$ cat src/rtl/inst_rom_loader.sv
// Boot loader: streams a big-endian word count plus image into the instruction ROM and
// holds the core in reset until done. Define INST_ROM_LOADER_CHECKSUM_EN for a trailing XOR byte.
module inst_rom_loader #(
    parameter int ADDR_W = 17
) (
    input  logic        clk,
    input  logic        rst,
    input  logic [7:0]  s_data,
    input  logic        s_valid,
    output logic        s_ready,
    input  logic        start,
    output logic        rom_we,
    output logic [31:0] rom_waddr,
    output logic [31:0] rom_wdata,
    output logic        cpu_rst,
    output logic        busy,
    output logic        done,
    output logic        err
);

    typedef enum logic [2:0] {
        ST_HDR  = 3'd0,
        ST_DATA = 3'd1,
        ST_CSUM = 3'd2,
        ST_DONE = 3'd3,
        ST_ERR  = 3'd4
    } state_t;

    localparam logic [32:0]     MAX_N    = 33'd1 << ADDR_W;
    localparam logic [ADDR_W:0] IDX_ZERO = {(ADDR_W+1){1'b0}};
    localparam logic [ADDR_W:0] IDX_ONE  = {{ADDR_W{1'b0}}, 1'b1};
`ifdef INST_ROM_LOADER_CHECKSUM_EN
    localparam state_t ST_TAIL = ST_CSUM;
`else
    localparam state_t ST_TAIL = ST_DONE;
`endif

    state_t          state_q, state_d;
    logic [1:0]      bcnt_q, bcnt_d;
    logic [23:0]     shift_q, shift_d;
    logic [ADDR_W:0] idx_q, idx_d;
    logic [ADDR_W:0] n_q, n_d;
    logic            we_q, we_d;
    logic [31:0]     waddr_q, waddr_d;
    logic [31:0]     wdata_q, wdata_d;
    logic            ready_q, ready_d;
    logic            busy_q, busy_d;
    logic            done_q, done_d;
    logic            err_q, err_d;
    logic            cpu_rst_q, cpu_rst_d;
    logic [31:0]     word_s;
    logic            acc_s;
`ifdef INST_ROM_LOADER_CHECKSUM_EN
    logic [7:0]      csum_q, csum_d;
`endif

    // Next-state and next-output logic for the load sequence
    always_comb begin
        state_d = state_q;
        bcnt_d  = bcnt_q;
        shift_d = shift_q;
        idx_d   = idx_q;
        n_d     = n_q;
        we_d    = 1'b0;
        waddr_d = waddr_q;
        wdata_d = wdata_q;
`ifdef INST_ROM_LOADER_CHECKSUM_EN
        csum_d  = csum_q;
`endif
        word_s  = {shift_q, s_data};
        acc_s   = s_valid && ready_q;
        case (state_q)
            ST_HDR: begin
                if (acc_s) begin
                    shift_d = word_s[23:0];
                    bcnt_d  = bcnt_q + 2'd1;
                    if (bcnt_q == 2'd3) begin
                        if (word_s == 32'd0) begin
                            state_d = ST_TAIL;
                        end else if ({1'b0, word_s} > MAX_N) begin
                            state_d = ST_ERR;
                        end else begin
                            state_d = ST_DATA;
                            n_d     = word_s[ADDR_W:0];
                            idx_d   = IDX_ZERO;
                        end
                    end else begin
                        state_d = ST_HDR;
                    end
                end else begin
                    state_d = ST_HDR;
                end
            end
            ST_DATA: begin
                if (acc_s) begin
                    shift_d = word_s[23:0];
                    bcnt_d  = bcnt_q + 2'd1;
`ifdef INST_ROM_LOADER_CHECKSUM_EN
                    csum_d  = csum_q ^ s_data;
`endif
                    if (bcnt_q == 2'd3) begin
                        we_d    = 1'b1;
                        waddr_d = 32'({idx_q, 2'b00});
                        wdata_d = word_s;
                        idx_d   = idx_q + IDX_ONE;
                        // idx is one bit wider than the ROM index so N = 2^ADDR_W compares cleanly
                        if (idx_q == (n_q - IDX_ONE)) begin
                            state_d = ST_TAIL;
                        end else begin
                            state_d = ST_DATA;
                        end
                    end else begin
                        state_d = ST_DATA;
                    end
                end else begin
                    state_d = ST_DATA;
                end
            end
`ifdef INST_ROM_LOADER_CHECKSUM_EN
            ST_CSUM: begin
                if (acc_s) begin
                    state_d = (s_data == csum_q) ? ST_DONE : ST_ERR;
                end else begin
                    state_d = ST_CSUM;
                end
            end
`endif
            ST_DONE, ST_ERR: begin
                if (start) begin
                    state_d = ST_HDR;
                    bcnt_d  = 2'd0;
                    idx_d   = IDX_ZERO;
                    n_d     = IDX_ZERO;
`ifdef INST_ROM_LOADER_CHECKSUM_EN
                    csum_d  = 8'd0;
`endif
                end else begin
                    state_d = state_q;
                end
            end
            default: begin
                state_d = ST_HDR;
            end
        endcase
        ready_d   = (state_d == ST_HDR) || (state_d == ST_DATA) || (state_d == ST_CSUM);
        busy_d    = ready_d;
        done_d    = (state_d == ST_DONE);
        err_d     = (state_d == ST_ERR);
        // Core stays in reset through the final write strobe, releasing one cycle after it
        cpu_rst_d = (state_d != ST_DONE) || we_d;
    end

    // State and registered outputs
    always_ff @(posedge clk or negedge rst) begin
        if (!rst) begin
            state_q   <= ST_HDR;
            bcnt_q    <= 2'd0;
            shift_q   <= 24'd0;
            idx_q     <= IDX_ZERO;
            n_q       <= IDX_ZERO;
            we_q      <= 1'b0;
            waddr_q   <= 32'd0;
            wdata_q   <= 32'd0;
            ready_q   <= 1'b0;
            busy_q    <= 1'b1;
            done_q    <= 1'b0;
            err_q     <= 1'b0;
            cpu_rst_q <= 1'b1;
`ifdef INST_ROM_LOADER_CHECKSUM_EN
            csum_q    <= 8'd0;
`endif
        end else begin
            state_q   <= state_d;
            bcnt_q    <= bcnt_d;
            shift_q   <= shift_d;
            idx_q     <= idx_d;
            n_q       <= n_d;
            we_q      <= we_d;
            waddr_q   <= waddr_d;
            wdata_q   <= wdata_d;
            ready_q   <= ready_d;
            busy_q    <= busy_d;
            done_q    <= done_d;
            err_q     <= err_d;
            cpu_rst_q <= cpu_rst_d;
`ifdef INST_ROM_LOADER_CHECKSUM_EN
            csum_q    <= csum_d;
`endif
        end
    end

    assign s_ready   = ready_q;
    assign rom_we    = we_q;
    assign rom_waddr = waddr_q;
    assign rom_wdata = wdata_q;
    assign cpu_rst   = cpu_rst_q;
    assign busy      = busy_q;
    assign done      = done_q;
    assign err       = err_q;

endmodule

$ cat config.mk
export PLATFORM = sky130hd
export DESIGN_NAME = inst_rom_loader
export DESIGN_NICKNAME = d
export VERILOG_FILES = /design/src/rtl/inst_rom_loader.sv
export SDC_FILE = /design/constraint.sdc
export NUM_CORES = 1
export LEC_CHECK = 0
export CAP_MARGIN = 15
export CELL_PAD_IN_SITES_DETAIL_PLACEMENT = 1
export CELL_PAD_IN_SITES_GLOBAL_PLACEMENT = 1
export CORE_MARGIN = 4
export CORE_UTILIZATION = 47
export CTS_CLUSTER_DIAMETER = 200
export DETAILED_ROUTE_END_ITERATION = 12
export PLACE_DENSITY = 0.93
export REMOVE_ABC_BUFFERS = 1
export SYNTH_ARGS = -nofsm -noshare
export SYNTH_HDL_FRONTEND = slang
export SYNTH_SLANG_ARGS = --single-unit
$ cat constraint.sdc
create_clock -name clk -period 3.5 [get_ports clk]
set_input_delay 0.525 -clock clk [delete_from_list [all_inputs] [get_ports clk]]
set_output_delay 0.525 -clock clk [all_outputs]
set_load 0.01 [all_outputs]
==> flow_metrics.py, run 1 <==
metrics = {
    "outcome": {
        "outcome": "finished, final reports clean",
    },
    "placement": {
        "io_buffers": 67,
        "gp_congestion": 0.801,
        "dpl.hpwl_um": 10200,
        "placed_area_um2": 6470,
    },
    "logic_synthesis": {
        "synth_warnings": 0,
        "ys_top_cells_by_count": "dfrtp_1 (119), mux2_2 (73), nand2_1 (65), o21ai_1 (33), nor2_1 (20)",
        "synth-edff-count": 0,
        "yosysMostFrequentCell": "dfrtp_1",
        "yosysTopAreaCell": "dfrtp_1",
        "synth.distinct_cells": 56,
        "ys.flop_type": "dfrtp_1",
        "ys_top_cells_by_area": "dfrtp_1 (52%), mux2_2 (14%), nand2_1 (4.2%), xnor2_1 (2.9%), o21ai_1 (2.9%)",
        "syn_inst": 518,
        "ys_ff_latch": 121,
        "async_flop_share_pct": 100,
        "synth.yosys.seq_area_share_pct": 52.6,
        "synth.top_cell.area_share_pct": 51.7,
        "syn_area_um2": 5760,
        "postSynthAreaPerCell_um2": 11.1,
    },
    "sta": {
        "rsz0062_at_grt": "no",
        "min_period_over_period_pct": 78.5,
        "skew_ns": 0.0108,
        "clock.fmax_mhz": 364,
        "fin_setup_tns_ns": 0,
        "drv_slew": 0,
        "slew_headroom_pct": 48.4,
        "tightest_slew_ns": 0.764,
        "setup_viol_count_final": 0,
        "fin_crit_ns": 2.75,
        "hold_violations": 0,
    },
    "power": {
        "leakage_nw": 3.19,
        "powerDensity_nw_per_um2": 736,
        "max-vdd-ir-drop_uv": 422,
    },
    "clocking": {
        "cts_max_level": 4,
        "clk_path_buf_depth": 2,
        "root_buffer": "clkbuf_16",
        "clock_latency_ns": 0.42,
        "cts_num_sinks": 121,
        "cts_setup_buffers": 0,
        "postCtsResizedCells": 0,
        "ctsHoldBuffers": 0,
        "cts_buffers": 17,
        "cts_tree": "built",
        "clk_pin_slew_ns": 0.06,
    },
    "cells_and_area": {
        "fin_area_um2": 7040,
        "area_growth_pct": 22.2,
        "drive_above_1_share_pct": 20.9,
        "antenna_cells": 0,
        "final_nets": 596,
    },
    "floorplanning": {
        "coreArea_um2": 12000,
        "die_x_um": 119,
        "dieArea_um2": 14100,
        "io_pins": 82,
        "start_util_pct": 48.0,
        "fp-row-count": 40,
        "chipHeight_um": 119,
    },
    "global_route": {
        "grt_max_degree": 122,
        "grt_pass1_vias": 4698,
        "antenna_found_initial": 0,
        "grt_pass1_wl_um": 25300,
        "overflow": 0,
        "grtUsageTotal_pct": 22.7,
    },
    "routing": {
        "first_iter_violations": 308,
        "firstDrtPassIters": 4,
        "via_per_inst": 5.77,
        "vias": 4279,
        "ant_nets": 0,
        "drt-total-wl_um": 15200,
        "drc": 0,
        "post_drt_wl_per_cell_um": 20.5,
    },
    "critical_path": {
        "worst-path-buf-inv": 1,
        "worstSetupEndpointType": "register",
        "crit_family": "simple AND/OR/NAND/NOR gates",
        "slowest_stage": "or4b_4",
        "worstSetupStartpointType": "register",
        "arrival_ns": 3.01,
        "cp_slowest_stage_delay_ns": 0.55,
        "required_ns": 3.77,
        "path_class": "reg -> reg",
        "cp_cell_sequence": "inv_1 -> ha_1 -> or4b_4 -> a211o_1 -> a21oi_2 -> a41oi_1 -> nor4_1 -> nand4_1 -> nor4b_4",
        "crit_fanout": 8,
    },
    "worst_hold_path": {
        "hold_path.class": "in -> async",
    },
    "flow_run": {
        "cap_violations": 0,
    },
}
-- path summary, 6_finish.rpt --
check	from	to	cells past startpoint	slack [ns]
setup / recovery	n_q[0]	s_ready	9	0.75
setup reg to reg	n_q[0]	s_ready	9	0.75
min in group clk	rom_waddr[7]	rom_waddr[7]	1	0.50
hold reg to reg	rom_waddr[7]	rom_waddr[7]	1	0.50
hold / removal	rst	idx_q[17]	2	0.20
max in group asynchronous	rst	n_q[2]	2	2.81
-- final cells by class --
type / instances / area [µm²]
fillers: 1256 / 4970
well taps: 147 / 184
clock inverters: 10 / 93.8
clock buffers: 22 / 474
flip-flops and latches: 121 / 3030
repair buffers: 73 / 726
inverters: 4 / 15.0
multi-input cells: 364 / 2520
-- worst reg2reg max path, stage by stage (launching register included) --
cell and delay, ns:
dfrtp_1 0.43, inv_1 0.08, ha_1 0.35, or4b_4 0.55, a211o_1 0.26, a21oi_2 0.12
a41oi_1 0.07, nor4_1 0.30, nand4_1 0.24, nor4b_4 0.21
-- metrics by stage --
step / power (W) / hold slack (ns) / std cells / utilization [%] / worst slack (ns)
final: 0.00518 / 0.195 / 741 / 58.6 / 0.754
after global routing: 0.00548 / 0.249 / 741 / 58.6 / 0.599
after CTS: 0.00522 / 0.224 / 741 / 58.6 / 0.730
after detailed placement: 0.00350 / 0.493 / 709 / 53.9 / 0.410
after global placement: 0.00336 / 0.484 / 709 / 53.9 / 0.527
after floorplan: 0.00294 / 0.229 / 489 / - / 0.630
-- state kept, by name (all words and copies together) (netlist names) --
name	flops
idx_q	18
rom_wdata	32
cpu_rst	1
bcnt_q	2
n_q	18
shift_q	24
busy	1
done	1
rom_we	1
state_q	3
s_ready	1
rom_waddr	18
err	1
-- cells in the final DEF, fill, tap and decap left out, drive strengths merged, types with 9 or more instances in the layout --
cell | netlist | layout
xnor2 | 19 | 19
nand2 | 66 | 66
o31ai | 9 | 9
nor4 | 11 | 11
conb | 1 | 14
clkdlybuf4s50 | 0 | 66
o21ai | 45 | 45
nor2 | 20 | 20
clkbuf | 18 | 22
nand3 | 14 | 14
mux2 | 73 | 73
a21oi | 10 | 10
dfrtp | 119 | 119
nand4 | 11 | 11
-- routing by layer --
metal	vias to the layer above	routed length, µm	part of all wire [%]	global-route usage [%]
met5	-	0	0	0
met4	0	321	2.1	8.54
met3	27	699	4.6	6.22
met2	106	7850	52	38.7
met1	2184	6330	42	27.4
li1	1962	-	-	-
-- cell families (layout without fill, tap and decap cells) --
group                      count (synthesis)  count (layout)  synth area share (%)
and+or+nand+nor                          160             160                  14.7
DFF                                      121             121                  52.6
AOI/OAI and AO/OA                         89              89                  9.29
muxes                                     73              73                  14.3
buffers and inverters                     46             109                  4.65
xor gates and xnor gates                  25              25                  3.80
adders and majority gates                  3               3                 0.652
other                                      1              14                0.0651
-- where the power goes --
group	total, W	switching (W)	internal [W]
Sequential	0.00215	0.000430	0.00172
Combinational	0.00138	0.000709	0.000667
Clock	0.00166	0.000632	0.00103
Total	0.00518	0.00177	0.00341
Power figures use the tool's default switching activity.
==> inputs of run 2 (changes only) <==
Settings changed: CORE_UTILIZATION 47 to 39, PLACE_DENSITY 0.93 to 0.83.
Clock period 3.5 ns to 2.3 ns, I/O delays scaled along.
==> run 2 against run 1 <==
Net effect: the run now ends with setup timing left; sequential power up 46%; die area up 19%; clock skew barely moved; utilization down 6.0 points.
==> flow_metrics.py, run 2 (synthesis results as in run 1) <==
metrics = {
    "global_route": {
        "grt_max_degree": 51,
        "antenna_found_initial": 0,
        "overflow": 0,
        "grt_pass1_vias": 5021,
        "grt_pass1_wl_um": 26100,
        "grtUsageTotal_pct": 20.0,
    },
    "placement": {
        "dpl.hpwl_um": 11200,
        "placed_area_um2": 6870,
        "io_buffers": 67,
        "gp_congestion": 0.800,
    },
    "cells_and_area": {
        "layout_commonest_cell": "dfrtp_1",
        "area_growth_pct": 32.1,
        "largest_reg_flops": 32,
        "fin_area_um2": 7610,
        "antenna_cells": 0,
        "final_cell_mix": "dfrtp_1 (119), mux2_2 (73), clkdlybuf4s50_1 (66), nand2_1 (63), buf_4 (54)",
        "fillerInstances": 1524,
        "drive_above_1_share_pct": 29.4,
        "final_nets": 648,
    },
    "clocking": {
        "clk_pin_slew_ns": 0.05,
        "cts_buffers": 17,
        "clock_latency_ns": 0.42,
        "cts_num_sinks": 121,
        "cts_tree": "built",
        "cts_max_level": 4,
        "clk_path_buf_depth": 2,
        "root_buffer": "clkbuf_16",
    },
    "floorplanning": {
        "die_x_um": 130,
        "io_pins": 82,
        "fp-row-count": 44,
        "start_util_pct": 39.8,
        "coreArea_um2": 14500,
        "dieArea_um2": 16800,
        "chipHeight_um": 130,
    },
    "sta": {
        "setup_viol_count_final": 4,
        "drv_slew": 0,
        "rsz0062_at_grt": "yes",
        "min_period_over_period_pct": 104,
        "hold_violations": 0,
        "slew_headroom_pct": 55.3,
        "layout_setup_ws_ns": -0.0839,
        "holdWs_ns": 0.411,
        "fin_crit_ns": 2.38,
        "skew_ns": 0.0111,
        "tightest_slew_ns": 0.671,
        "clock.fmax_mhz": 419,
    },
    "power": {
        "power.total_w": 0.00846,
        "leakage_nw": 3.49,
        "max-vdd-ir-drop_uv": 468,
        "comb_power_share_pct": 32.3,
        "p_int_w": 0.00564,
        "clkPwrFrac_pct": 30.8,
        "net-switching-power_w": 0.00282,
        "switching_share_pct": 33.3,
        "p_seq_share_pct": 37.0,
        "powerDensity_nw_per_um2": 1110,
    },
    "routing": {
        "ant_nets": 0,
        "firstDrtPassIters": 4,
        "vias": 4511,
        "drc": 0,
        "first_iter_violations": 257,
        "post_drt_wl_per_cell_um": 19.4,
        "via_per_inst": 5.45,
        "drt-total-wl_um": 16100,
    },
    "critical_path": {
        "crit_family": "simple AND/OR/NAND/NOR gates",
        "crit_fanout": 3,
        "cp_cell_sequence": "inv_1 -> ha_2 -> or4b_4 -> xnor2_2 -> o22ai_2 -> a32oi_2 -> nor4_2 -> nand4_1 -> buf_4 -> nand2_2",
        "worst-path-buf-inv": 2,
        "required_ns": 2.66,
        "arrival_ns": 2.74,
        "path_class": "reg -> reg",
        "cp_slowest_stage_delay_ns": 0.51,
        "slowest_stage": "or4b_4",
        "worstSetupEndpointType": "register",
        "worstSetupStartpointType": "register",
    },
    "outcome": {
        "outcome": "finished with violations",
        "violations": "setup timing",
    },
    "worst_hold_path": {
        "hold_path.class": "in -> async",
    },
    "flow_run": {
        "cap_violations": 0,
    },
}
-- run 2: cell count changes in the layout (fill, tap and decap cells not counted), moves of 2 or more --
cell      previous run  this run
buf_4                6        54
nor4_2               0         6
nor4_1              10         4
nand2_1             65        63
clkinv_4             2         0
nand2_2              1         3
-- run 2: power by group through the flow --
stage	registers, W	clock network (W)	logic (W)
after floorplan	0.00307	0	0.00140
after global placement	0.00306	0	0.00238
after detailed placement	0.00312	0	0.00255
after CTS	0.00310	0.00266	0.00263
after global routing	0.00320	0.00277	0.00298
final	0.00313	0.00260	0.00273
-- run 2: timing repair --
| item | CTS | global route |
|---|---|---|
| hold buffers | 1 | 0 |
| buffers inserted | 0 | 5 |
| endpoints found under the setup margin | 19 | 29 |
| resized for setup | 4 | 17 |
| pin swaps | 5 | 10 |
| hold endpoints to repair | 28 | 0 |
| cloned | 0 | 1 |
-- run 2: worst paths after layout --
path,slack [ns],to,cells past startpoint,startpoint
setup / recovery,-0.08,state_q[1],10,n_q[0]
max in group asynchronous,1.20,busy,3,rst
setup reg to reg,-0.08,state_q[1],10,n_q[0]
hold reg to reg,0.50,rom_waddr[11],1,rom_waddr[11]
min in group clk,0.50,rom_waddr[11],1,rom_waddr[11]
hold / removal,0.41,rom_wdata[0],2,rst
-- run 2: routing by layer --
layer	vias up	routed length, µm	global-route usage [%]
li1	2059	-	-
met1	2287	6680	23.7
met2	123	8080	34.2
met3	42	748	5.69
met4	0	551	8.68
met5	-	0	0
-- run 2: area by class of cell --
cell class	instances	area [µm²]	share of cell area (%)
multi-input cells	365	2640	34.7
inverters	4	15.0	0.197
repair buffers	124	1130	14.8
clock inverters	8	97.6	1.28
flip-flops and latches	121	3030	39.8
well taps	184	230	3.02
clock buffers	21	470	6.18
-- run 2: worst register-to-register path, cell delays in order, from the launching register on --
cell and delay, ns:
dfrtp_1 0.38, inv_1 0.07, ha_2 0.18, or4b_4 0.51, xnor2_2 0.16, o22ai_2 0.14, a32oi_2 0.16, nor4_2 0.28
nand4_1 0.20, buf_4 0.20, nand2_2 0.05
-- run 2: stage by stage --
stage | worst slack [ns] | std cells | utilization, % | setup TNS, ns
3_5_place_dp | -0.557 | 791 | 47.4 | -15.25
6_report | -0.0839 | 827 | 52.6 | -0.289
3_3_place_gp | -0.319 | 791 | 47.4 | -8.52
2_1_floorplan | -0.570 | 489 | - | -29.50
4_1_cts | -0.112 | 821 | 51.6 | -0.391
5_1_grt | -0.151 | 827 | 52.6 | -0.865
